File: config.mk
export PLATFORM = sky130hd
export DESIGN_NAME = pebble_mc_core_flat
export DESIGN_NICKNAME = d
export VERILOG_FILES = /design/src/rtl/pebble_mc_core_if.sv /design/src/rtl/pebble_mc_core.sv /design/src/flat_wrapper.sv
export SDC_FILE = /design/constraint.sdc
export NUM_CORES = 1
export LEC_CHECK = 0
export BUFFER_PORTS_ARGS = -buffer_cell sky130_fd_sc_hd__clkbuf_2
export CAP_MARGIN = 10
export CORE_AREA = 3 3 145 147
export DETAILED_ROUTE_END_ITERATION = 12
export DIE_AREA = 0 0 148 150
export GPL_ROUTABILITY_DRIVEN = 0
export PLACE_DENSITY_LB_ADDON = 0.1
export SLEW_MARGIN = 5
export SYNTH_ARGS = -nofsm -noshare
export SYNTH_HDL_FRONTEND = slang
export SYNTH_SLANG_ARGS = --single-unit
File: constraint.sdc
create_clock -name clk -period 4.7 [get_ports clk]
set_input_delay 0.94 -clock clk [delete_from_list [all_inputs] [get_ports clk]]
set_output_delay 0.94 -clock clk [all_outputs]
set_load 0.02 [all_outputs]
File: src/rtl/pebble_mc_core_if.sv
// pebble_mc_core_if
//   Bundles the Pebble core's control handshake and its two memory ports.
//   Parameters: DW (data/register width, also data address width),
//               PCW (program counter / instruction address width).
//   Signals:
//     start      host -> core   single-cycle run request (PC restarts at 0)
//     busy       core -> host   program running
//     done       core -> host   core sits in HALT
//     imem_addr  core -> imem   instruction address
//     imem_rdata imem -> core   9-bit instruction, one cycle after imem_addr
//     dm_addr    core -> dmem   data address
//     dm_wdata   core -> dmem   store data
//     dm_we      core -> dmem   store strobe
//     dm_rdata   dmem -> core   load data, one cycle after dm_addr
//   Modports: master = core side, slave = host/memory side.
interface pebble_mc_core_if #(
    parameter int DW  = 8,
    parameter int PCW = 10
);
    logic           start;
    logic           busy;
    logic           done;
    logic [PCW-1:0] imem_addr;
    logic [8:0]     imem_rdata;
    logic [DW-1:0]  dm_addr;
    logic [DW-1:0]  dm_wdata;
    logic           dm_we;
    logic [DW-1:0]  dm_rdata;

    modport master (
        input  start, imem_rdata, dm_rdata,
        output busy, done, imem_addr, dm_addr, dm_wdata, dm_we
    );

    modport slave (
        output start, imem_rdata, dm_rdata,
        input  busy, done, imem_addr, dm_addr, dm_wdata, dm_we
    );
endinterface

File: src/rtl/pebble_mc_core.sv
// pebble_mc_core
//   Multi-cycle Pebble processor: runs the 9-bit Pebble ISA through a
//   FETCH/DECODE/EXEC(/LDWB) sequence against external synchronous-read
//   instruction and data memories.
//   Parameters: DW (>=8) data/register width, PCW (>=5) PC width.
//   Ports:
//     clk          rising-edge clock
//     reset        synchronous, active-high
//     bus          pebble_mc_core_if.master (start/busy/done + memory ports)
//     cycle_count  [31:0] saturating busy-cycle counter, only when the
//                  PEBBLE_CYCLE_CNT_EN macro is defined
module pebble_mc_core #(
    parameter int DW  = 8,
    parameter int PCW = 10
) (
    input  logic              clk,
    input  logic              reset,
    pebble_mc_core_if.master  bus
`ifdef PEBBLE_CYCLE_CNT_EN
    ,
    output logic [31:0]       cycle_count
`endif
);

    typedef enum logic [2:0] {
        S_IDLE,
        S_FETCH,
        S_DECODE,
        S_EXEC,
        S_LDWB,
        S_HALT
    } state_t;

    state_t         state_q, state_d;
    logic [PCW-1:0] pc_q, pc_d;
    logic [8:0]     ir_q, ir_d;
    logic [DW-1:0]  rf_q [4];
    logic [DW-1:0]  rf_d [4];
    logic           busy_q, busy_d;
    logic           done_q, done_d;
    logic [DW-1:0]  dm_addr_q, dm_addr_d;
    logic [DW-1:0]  dm_wdata_q, dm_wdata_d;
    logic           dm_we_q, dm_we_d;

    logic [DW-1:0]  rd_val, rs_val, alu_res;
    logic [PCW-1:0] pc_inc, br_tgt;
    logic           start_acc;

    assign rd_val    = rf_q[ir_q[3:2]];
    assign rs_val    = rf_q[ir_q[1:0]];
    assign pc_inc    = pc_q + PCW'(1);
    assign start_acc = bus.start && (state_q == S_IDLE || state_q == S_HALT);

    // Branch target is r[IR[3:2]] truncated or zero-extended to PCW.
    if (DW >= PCW) begin : g_tgt_trunc
        assign br_tgt = rd_val[PCW-1:0];
    end else begin : g_tgt_zext
        assign br_tgt = {{(PCW-DW){1'b0}}, rd_val};
    end

    always_comb begin
        alu_res = '0;
        case (ir_q[6:4])
            3'b000: alu_res = rd_val + rs_val;
            3'b001: alu_res = rd_val - rs_val;
            3'b010: alu_res = rd_val & rs_val;
            3'b011: alu_res = rd_val | rs_val;
            3'b100: alu_res = rd_val ^ rs_val;
            3'b101: alu_res = {rs_val[DW-2:0], 1'b0};
            3'b110: alu_res = {1'b0, rs_val[DW-1:1]};
            3'b111: alu_res = rs_val;
            default: alu_res = '0;
        endcase
    end

    always_comb begin
        state_d    = state_q;
        pc_d       = pc_q;
        ir_d       = ir_q;
        rf_d       = rf_q;
        busy_d     = busy_q;
        done_d     = done_q;
        dm_addr_d  = dm_addr_q;
        dm_wdata_d = dm_wdata_q;
        dm_we_d    = 1'b0;

        case (state_q)
            S_IDLE, S_HALT: begin
                if (bus.start) begin
                    state_d = S_FETCH;
                    pc_d    = '0;
                    busy_d  = 1'b1;
                    done_d  = 1'b0;
                end
            end
            S_FETCH: state_d = S_DECODE;
            S_DECODE: begin
                ir_d    = bus.imem_rdata;
                state_d = S_EXEC;
                // Memory outputs are registered, so they are set up from the
                // incoming instruction here to be valid throughout EXEC.
                if (bus.imem_rdata[8:7] == 2'b10) begin
                    dm_addr_d = rf_q[bus.imem_rdata[3:2]];
                    if (!bus.imem_rdata[6]) begin
                        dm_wdata_d = rf_q[bus.imem_rdata[1:0]];
                        dm_we_d    = 1'b1;
                    end
                end
            end
            S_EXEC: begin
                state_d = S_FETCH;
                pc_d    = pc_inc;
                case (ir_q[8:7])
                    2'b00: rf_d[ir_q[3:2]] = alu_res;
                    2'b01: rf_d[ir_q[6:5]] = {{(DW-5){1'b0}}, ir_q[4:0]};
                    2'b10: begin
                        if (ir_q[6]) begin
                            state_d = S_LDWB;
                            pc_d    = pc_q;
                        end
                    end
                    default: begin
                        if (ir_q[6:0] == 7'h7F) begin
                            state_d = S_HALT;
                            pc_d    = pc_q;
                            busy_d  = 1'b0;
                            done_d  = 1'b1;
                        end else if (rs_val == '0) begin
                            pc_d = br_tgt;
                        end
                    end
                endcase
            end
            S_LDWB: begin
                rf_d[ir_q[1:0]] = bus.dm_rdata;
                pc_d            = pc_inc;
                state_d         = S_FETCH;
            end
            default: state_d = S_IDLE;
        endcase
    end

`ifdef PEBBLE_CYCLE_CNT_EN
    logic [31:0] cnt_q, cnt_d;

    always_comb begin
        cnt_d = cnt_q;
        if (start_acc) begin
            cnt_d = '0;
        end else if (busy_q && cnt_q != '1) begin
            cnt_d = cnt_q + 32'd1;
        end
    end

    assign cycle_count = cnt_q;
`else
    logic unused_start_acc;
    assign unused_start_acc = start_acc;
`endif

    always_ff @(posedge clk) begin
        if (reset) begin
            state_q    <= S_IDLE;
            pc_q       <= '0;
            ir_q       <= '0;
            for (int unsigned i = 0; i < 4; i++) begin
                rf_q[i] <= '0;
            end
            busy_q     <= 1'b0;
            done_q     <= 1'b0;
            dm_addr_q  <= '0;
            dm_wdata_q <= '0;
            dm_we_q    <= 1'b0;
`ifdef PEBBLE_CYCLE_CNT_EN
            cnt_q      <= '0;
`endif
        end else begin
            state_q    <= state_d;
            pc_q       <= pc_d;
            ir_q       <= ir_d;
            rf_q       <= rf_d;
            busy_q     <= busy_d;
            done_q     <= done_d;
            dm_addr_q  <= dm_addr_d;
            dm_wdata_q <= dm_wdata_d;
            dm_we_q    <= dm_we_d;
`ifdef PEBBLE_CYCLE_CNT_EN
            cnt_q      <= cnt_d;
`endif
        end
    end

    assign bus.busy      = busy_q;
    assign bus.done      = done_q;
    assign bus.imem_addr = pc_q;
    assign bus.dm_addr   = dm_addr_q;
    assign bus.dm_wdata  = dm_wdata_q;
    assign bus.dm_we     = dm_we_q;

endmodule

File: src/flat_wrapper.sv
// flat-port wrapper written by rule: the top's interface ports become plain ports
module pebble_mc_core_flat 
#(
    parameter int DW  = 8,
    parameter int PCW = 10
)
  (clk, reset, bus_start, bus_imem_rdata, bus_dm_rdata, bus_busy, bus_done, bus_imem_addr, bus_dm_addr, bus_dm_wdata, bus_dm_we);
  pebble_mc_core_if #(.DW(DW), .PCW(PCW)) bus_i ();
  input  logic clk;
  input  logic reset;
  input wire logic [$bits(bus_i.start)-1:0] bus_start;
  input wire logic [$bits(bus_i.imem_rdata)-1:0] bus_imem_rdata;
  input wire logic [$bits(bus_i.dm_rdata)-1:0] bus_dm_rdata;
  output wire logic [$bits(bus_i.busy)-1:0] bus_busy;
  output wire logic [$bits(bus_i.done)-1:0] bus_done;
  output wire logic [$bits(bus_i.imem_addr)-1:0] bus_imem_addr;
  output wire logic [$bits(bus_i.dm_addr)-1:0] bus_dm_addr;
  output wire logic [$bits(bus_i.dm_wdata)-1:0] bus_dm_wdata;
  output wire logic [$bits(bus_i.dm_we)-1:0] bus_dm_we;
  assign bus_i.start = bus_start;
  assign bus_i.imem_rdata = bus_imem_rdata;
  assign bus_i.dm_rdata = bus_dm_rdata;
  assign bus_busy = bus_i.busy;
  assign bus_done = bus_i.done;
  assign bus_imem_addr = bus_i.imem_addr;
  assign bus_dm_addr = bus_i.dm_addr;
  assign bus_dm_wdata = bus_i.dm_wdata;
  assign bus_dm_we = bus_i.dm_we;
  pebble_mc_core #(.DW(DW), .PCW(PCW)) u_core (.clk(clk), .reset(reset), .bus(bus_i));
endmodule
After elaboration in Yosys (flattened, before gate mapping). Index checks and enable logic that the tools add are counted.

Add/sub/neg operators: 3. Equality and inequality tests: 22. Magnitude comparators: 8. Bitwise operators: 11. Mux-type cells: 44. Reduce and logical (&&, ||, !) cells: 19.

Operator list (count): one-hot mux 32 bit (2 select lines) (2); bitwise mux 32 bit (3); 2-to-1 mux 8 bit (11); binary-select mux 8 bit (select 2 bit) (4); one-hot mux 8 bit (8 select lines) (1); demux 8 bit (select 2 bit) (3); 2-to-1 mux 10 bit (4); one-hot mux 10 bit (3 select lines) (1); one-hot mux 10 bit (2 select lines) (1); == test 3 bit, second input constant (6); greater-or-equal comparator 3 bit, second input constant (5); NOT 2 -> 3 bit (5); one-hot mux 3 bit (5 select lines) (1); == test 3 x 2 -> 1 bit, second input constant (4); adder 10 x 1 -> 10 bit, second input constant (1); less-than comparator 3 x 1 -> 1 bit, second input constant (3); 2-to-1 mux 3 bit (3); adder 8 bit (1); AND 8 bit (1); logical NOT 8 bit (1); bitwise OR 8 bit (1); AND reduction 4 bit (2); subtractor 8 bit (1); bitwise XOR 8 bit (1); 22 further kinds (41).

Bits of input ports: 20. Word-level logic and storage cells: 119. Flip-flop bits (word level): 73.

Longest topological paths before layout.
Word-level depth: 9. Mapped depth: 15. Mapped depth without buffers: 14.

Least setup slack after synthesis. Ideal clock, no wire load.

Kind: flip-flop to flip-flop. Start: register u_core.ir_q[0]. End: register u_core.rf_q[14] (netlist bit). Data required time: 4.640 ns. Stages on the path, launching flop included: 14. Path slack: 1.338 ns. Arrival time: 3.301 ns. Period minus slack after synthesis: 3.362 ns. Cells stage by stage: dfxtp_1 -> buf_6 -> mux4_2 -> inv_1 -> ha_1 -> mux2_2 -> fa_1 -> nor2b_1 -> o21ai_0 -> a21oi_1 -> o21a_1 -> nor3_1 -> o41ai_1 -> a41o_1.

Word-level cells in the longest chain between the ends: 9. Elaborated cells between the ends (all ways): 19. Those cells by class: add/sub: 2; order compare: 2; mux: 10; bitwise: 4; reduce/logical: 1.

Ends and longest elaborated chain: start: declaration (RTL line pebble_mc_core.sv:36) `logic [8:0] ir_q, ir_d;`; start signal: assignment (RTL line pebble_mc_core.sv:180) `ir_q <= ir_d;`; NOT 2 -> 3 bit (implied by the code) * (RTL line pebble_mc_core.sv:50, pebble_mc_core.sv:135); binary-select mux 8 bit (select 2 bit) (RTL line pebble_mc_core.sv:50) `assign rs_val = rf_q[ir_q[1:0]];`; 2-to-1 mux 8 bit (implied by the code) (2 in series) (RTL line pebble_mc_core.sv:50); subtractor 8 bit (tied with other cells) (RTL line pebble_mc_core.sv:65) `3'b001: alu_res = rd_val - rs_val;`; one-hot mux 8 bit (8 select lines) (RTL line pebble_mc_core.sv:63) `case (ir_q[6:4])`; bitwise mux 32 bit (RTL line pebble_mc_core.sv:114) `2'b00: rf_d[ir_q[3:2]] = alu_res;`; one-hot mux 32 bit (2 select lines) (RTL line pebble_mc_core.sv:113) `case (ir_q[8:7])`; one-hot mux 32 bit (2 select lines) * (RTL line pebble_mc_core.sv:87) `case (state_q)`; end signal: assignment (RTL line pebble_mc_core.sv:181) `rf_q <= rf_d;`; end: declaration (RTL line pebble_mc_core.sv:37) `logic [DW-1:0] rf_q [4];`.

Mark *: on every way between the ends. The rest lies on a longest branch, timed or not. The select of a mux whose other input is x is not followed. A chain may end at the register's enable or synchronous reset.

Worst setup path after layout.
Start: register u_core.ir_q[0]. End: register u_core.rf_q[23] (netlist bit).

The elaborated chain is that of the path after synthesis.

==> results.cfg <==
[grt]
grt_usage_pct = 18.28
grt_max_degree = 31
grt_pass1_vias = 5160
gr-total-overflow = 0
grt_first_pass_wirelength_um = 30840
grt_antenna_before_repair = 0

[layout]
area_growth_pct = 15.35
drive_above_1_share_pct = 18.55
nFillCells = 2147
n_antenna_cell = 0
layout_commonest_cell = dfxtp_1
stdcell_area_um2 = 6141
nNetsFinal = 704
final_cell_mix = dfxtp_1, nand2_1, a21oi_1

[routing]
drt-met1-wl_um = 8931
post_drt_via_cell_ratio = 5.631
finalWirelength_um = 20220
ant_nets = 0
wl_per_cell_um = 21.67
vias = 5254
wl_met2_um = 9128
met3WireLength_um = 1516
drc = 0
dr.first_iter.drc_count = 701
top_layer_used = met4
firstDrtPassIters = 7

[setup_path]
cpLargestDelayFamily = simple AND/OR/NAND/NOR gates
r2r_start = u_core.ir_q[0]
startpoint_type = register
end_kind = register
critical_path_class = reg2reg
crit_chain = mux4_2, nor3_1, nor2_1, xnor2_1, ha_1, a21oi_1, o21bai_1, o211a_1, or3_1, a21o_1, a21oi_1, nor3_1
worstSetupStartpoint = u_core.ir_q[0]
crit_required_ns = 4.93
critPathMaxStageDelay_ns = 0.68
path_buf_inv = 0
cp.arrival_ns = 4.00
critPathSlowestCell = mux4_2
critPathMaxFanout = 8

[clock_network]
holdBufCountCts = 0
clock_sinks = 73
clk_pin_slew_ns = 0.06
cts_max_level = 3
cts-root-buf = clkbuf_16
clk_latency_ns = 0.35
cts_resized = 0
postCtsSetupBuffers = 0
cts_tree = yes
cts_max_path_buffers = 2
cts-buffers-inserted = 9

[power]
ir_drop_mv = 0.1559
p_leak_nw = 2.189
power.density_nw_per_um2 = 430.3

[placement]
io_buffers = 48
dp_hpwl_um = 14610
place_area_um2 = 5828

[timing]
finalClockSkew_ns = 0.008574
hold_violations = 0
fin_setup_tns_ns = 0
max_freq_mhz = 265.4
timing.hold.ws_ns = 0.4526
slew_headroom_pct = 25.79
worst_pin_slew_ns = 1.109
period_minus_slack_ns = 3.769
grt_setup_unrepaired = false
fin_crit_sh_pct = 80.18
finalSetupViolCount = 0
drv_slew = 0

[synthesis]
synth.distinct_cells = 61
avgSynthCellArea_um2 = 8.464
async_reset_ff_share_pct = 0
ys_warn_count = 0
synth_edf_count = 0
yosys_register_bits = 73
synth_seq_area_share_pct = 27.45
synthesis.instances = 629
synthFlopType = dfxtp_1
syn_area_um2 = 5324
syn_nets = 675

[floorplan]
die_h_um = 150
io_pins = 49
core_area_um2 = 20040
start_util_pct = 26.57
die_w_um = 148
num_rows = 52
fp.dieArea_um2 = 22200

[min_path]
hp-class = reg2reg
hold_path.startpoint = u_core.bus.dm_wdata[4]

[outcome]
status = finished clean

[flow_run]
cap_viol_max_count = 0
-- through the flow --
step | power (mW) | utilization [%] | setup slack (ns) | cells
after floorplan | 1.538 | - | 1.338 | 629
after global placement | 1.880 | 29.08 | 1.091 | 917
final | 2.642 | 30.64 | 0.9315 | 933
after detailed placement | 1.883 | 29.08 | 1.036 | 917
after global routing | 2.788 | 30.64 | 0.7335 | 933
after CTS | 2.642 | 30.64 | 0.9963 | 933
-- logic make-up after synthesis --
family	Yosys count	share of synthesized area, %
compound gates	190	23.78
xor+xnor	11	1.810
fa+ha+maj	26	6.251
buf+inv	77	5.946
flops	73	27.45
mux	48	16.57
simple gates	204	18.19
-- synthesized netlist by cell type (all sizes together), types with 13 or more instances --
master,number,area share [%]
clkbuf,23,1.6
mux2i,15,2.8
a21oi,64,6.2
nor2,54,3.9
dfxtp,73,27
buf,22,2.1
mux4,32,14
a211oi,13,1.8
nor3,23,2.4
inv,32,2.3
o21ai,37,3.5
nand3,17,1.7
a222oi,15,2.8
nand2,66,4.7
ha,25,5.9
-- final cells by class --
| type | count | area [µm²] | share of cell area [%] |
|---|---|---|---|
| inverter | 32 | 120.1 | 1.956 |
| sequential | 73 | 1461 | 23.80 |
| multi-input combinational | 479 | 3556 | 57.91 |
| clock inverter | 5 | 80.08 | 1.304 |
| clock buffer | 11 | 232.7 | 3.790 |
| timing repair buffer | 63 | 352.8 | 5.746 |
| tap | 270 | 337.8 | 5.501 |
-- metal layers --
metal	vias up	GRT usage, %
met1	2569	25.32
met3	40	3.452
li1	2419	-
met5	-	0
met2	226	28.18
met4	0	7.159
-- registers in the layout (all words and copies together), names as in the netlist --
signal and flops:
u_core.state_q 3, u_core.bus.busy 1, u_core.bus.dm_we 1, u_core.ir_q 9
u_core.bus.dm_wdata 8, u_core.rf_q 32, u_core.bus.done 1, u_core.bus.dm_addr 8
u_core.bus.imem_addr 10
-- path summary, 6_finish.rpt --
| kind | endpoint | slack [ns] | cells past startpoint |
|---|---|---|---|
| setup reg to reg | u_core.rf_q[23] | 0.93 | 12 |
| setup / recovery | u_core.rf_q[23] | 0.93 | 12 |
| hold / removal | u_core.bus.dm_wdata[4] | 0.45 | 2 |
| hold reg to reg | u_core.bus.dm_wdata[4] | 0.45 | 2 |
-- where the power goes --
part	total (mW)	internal [mW]	leakage, nW	switching (mW)
registers	0.717	0.656	0.590	0.0606
clock network	0.749	0.465	0.146	0.284
logic	1.18	0.448	1.45	0.728
-- worst reg2reg max path, stage by stage, from the launching register on --
cell and delay, ns:
dfxtp_1 0.48, mux4_2 0.68, nor3_1 0.49, nor2_1 0.11, xnor2_1 0.15, ha_1 0.34
a21oi_1 0.17, o21bai_1 0.10, o211a_1 0.26, or3_1 0.37, a21o_1 0.24, a21oi_1 0.18
nor3_1 0.08
(Power assumes the default switching activity.)
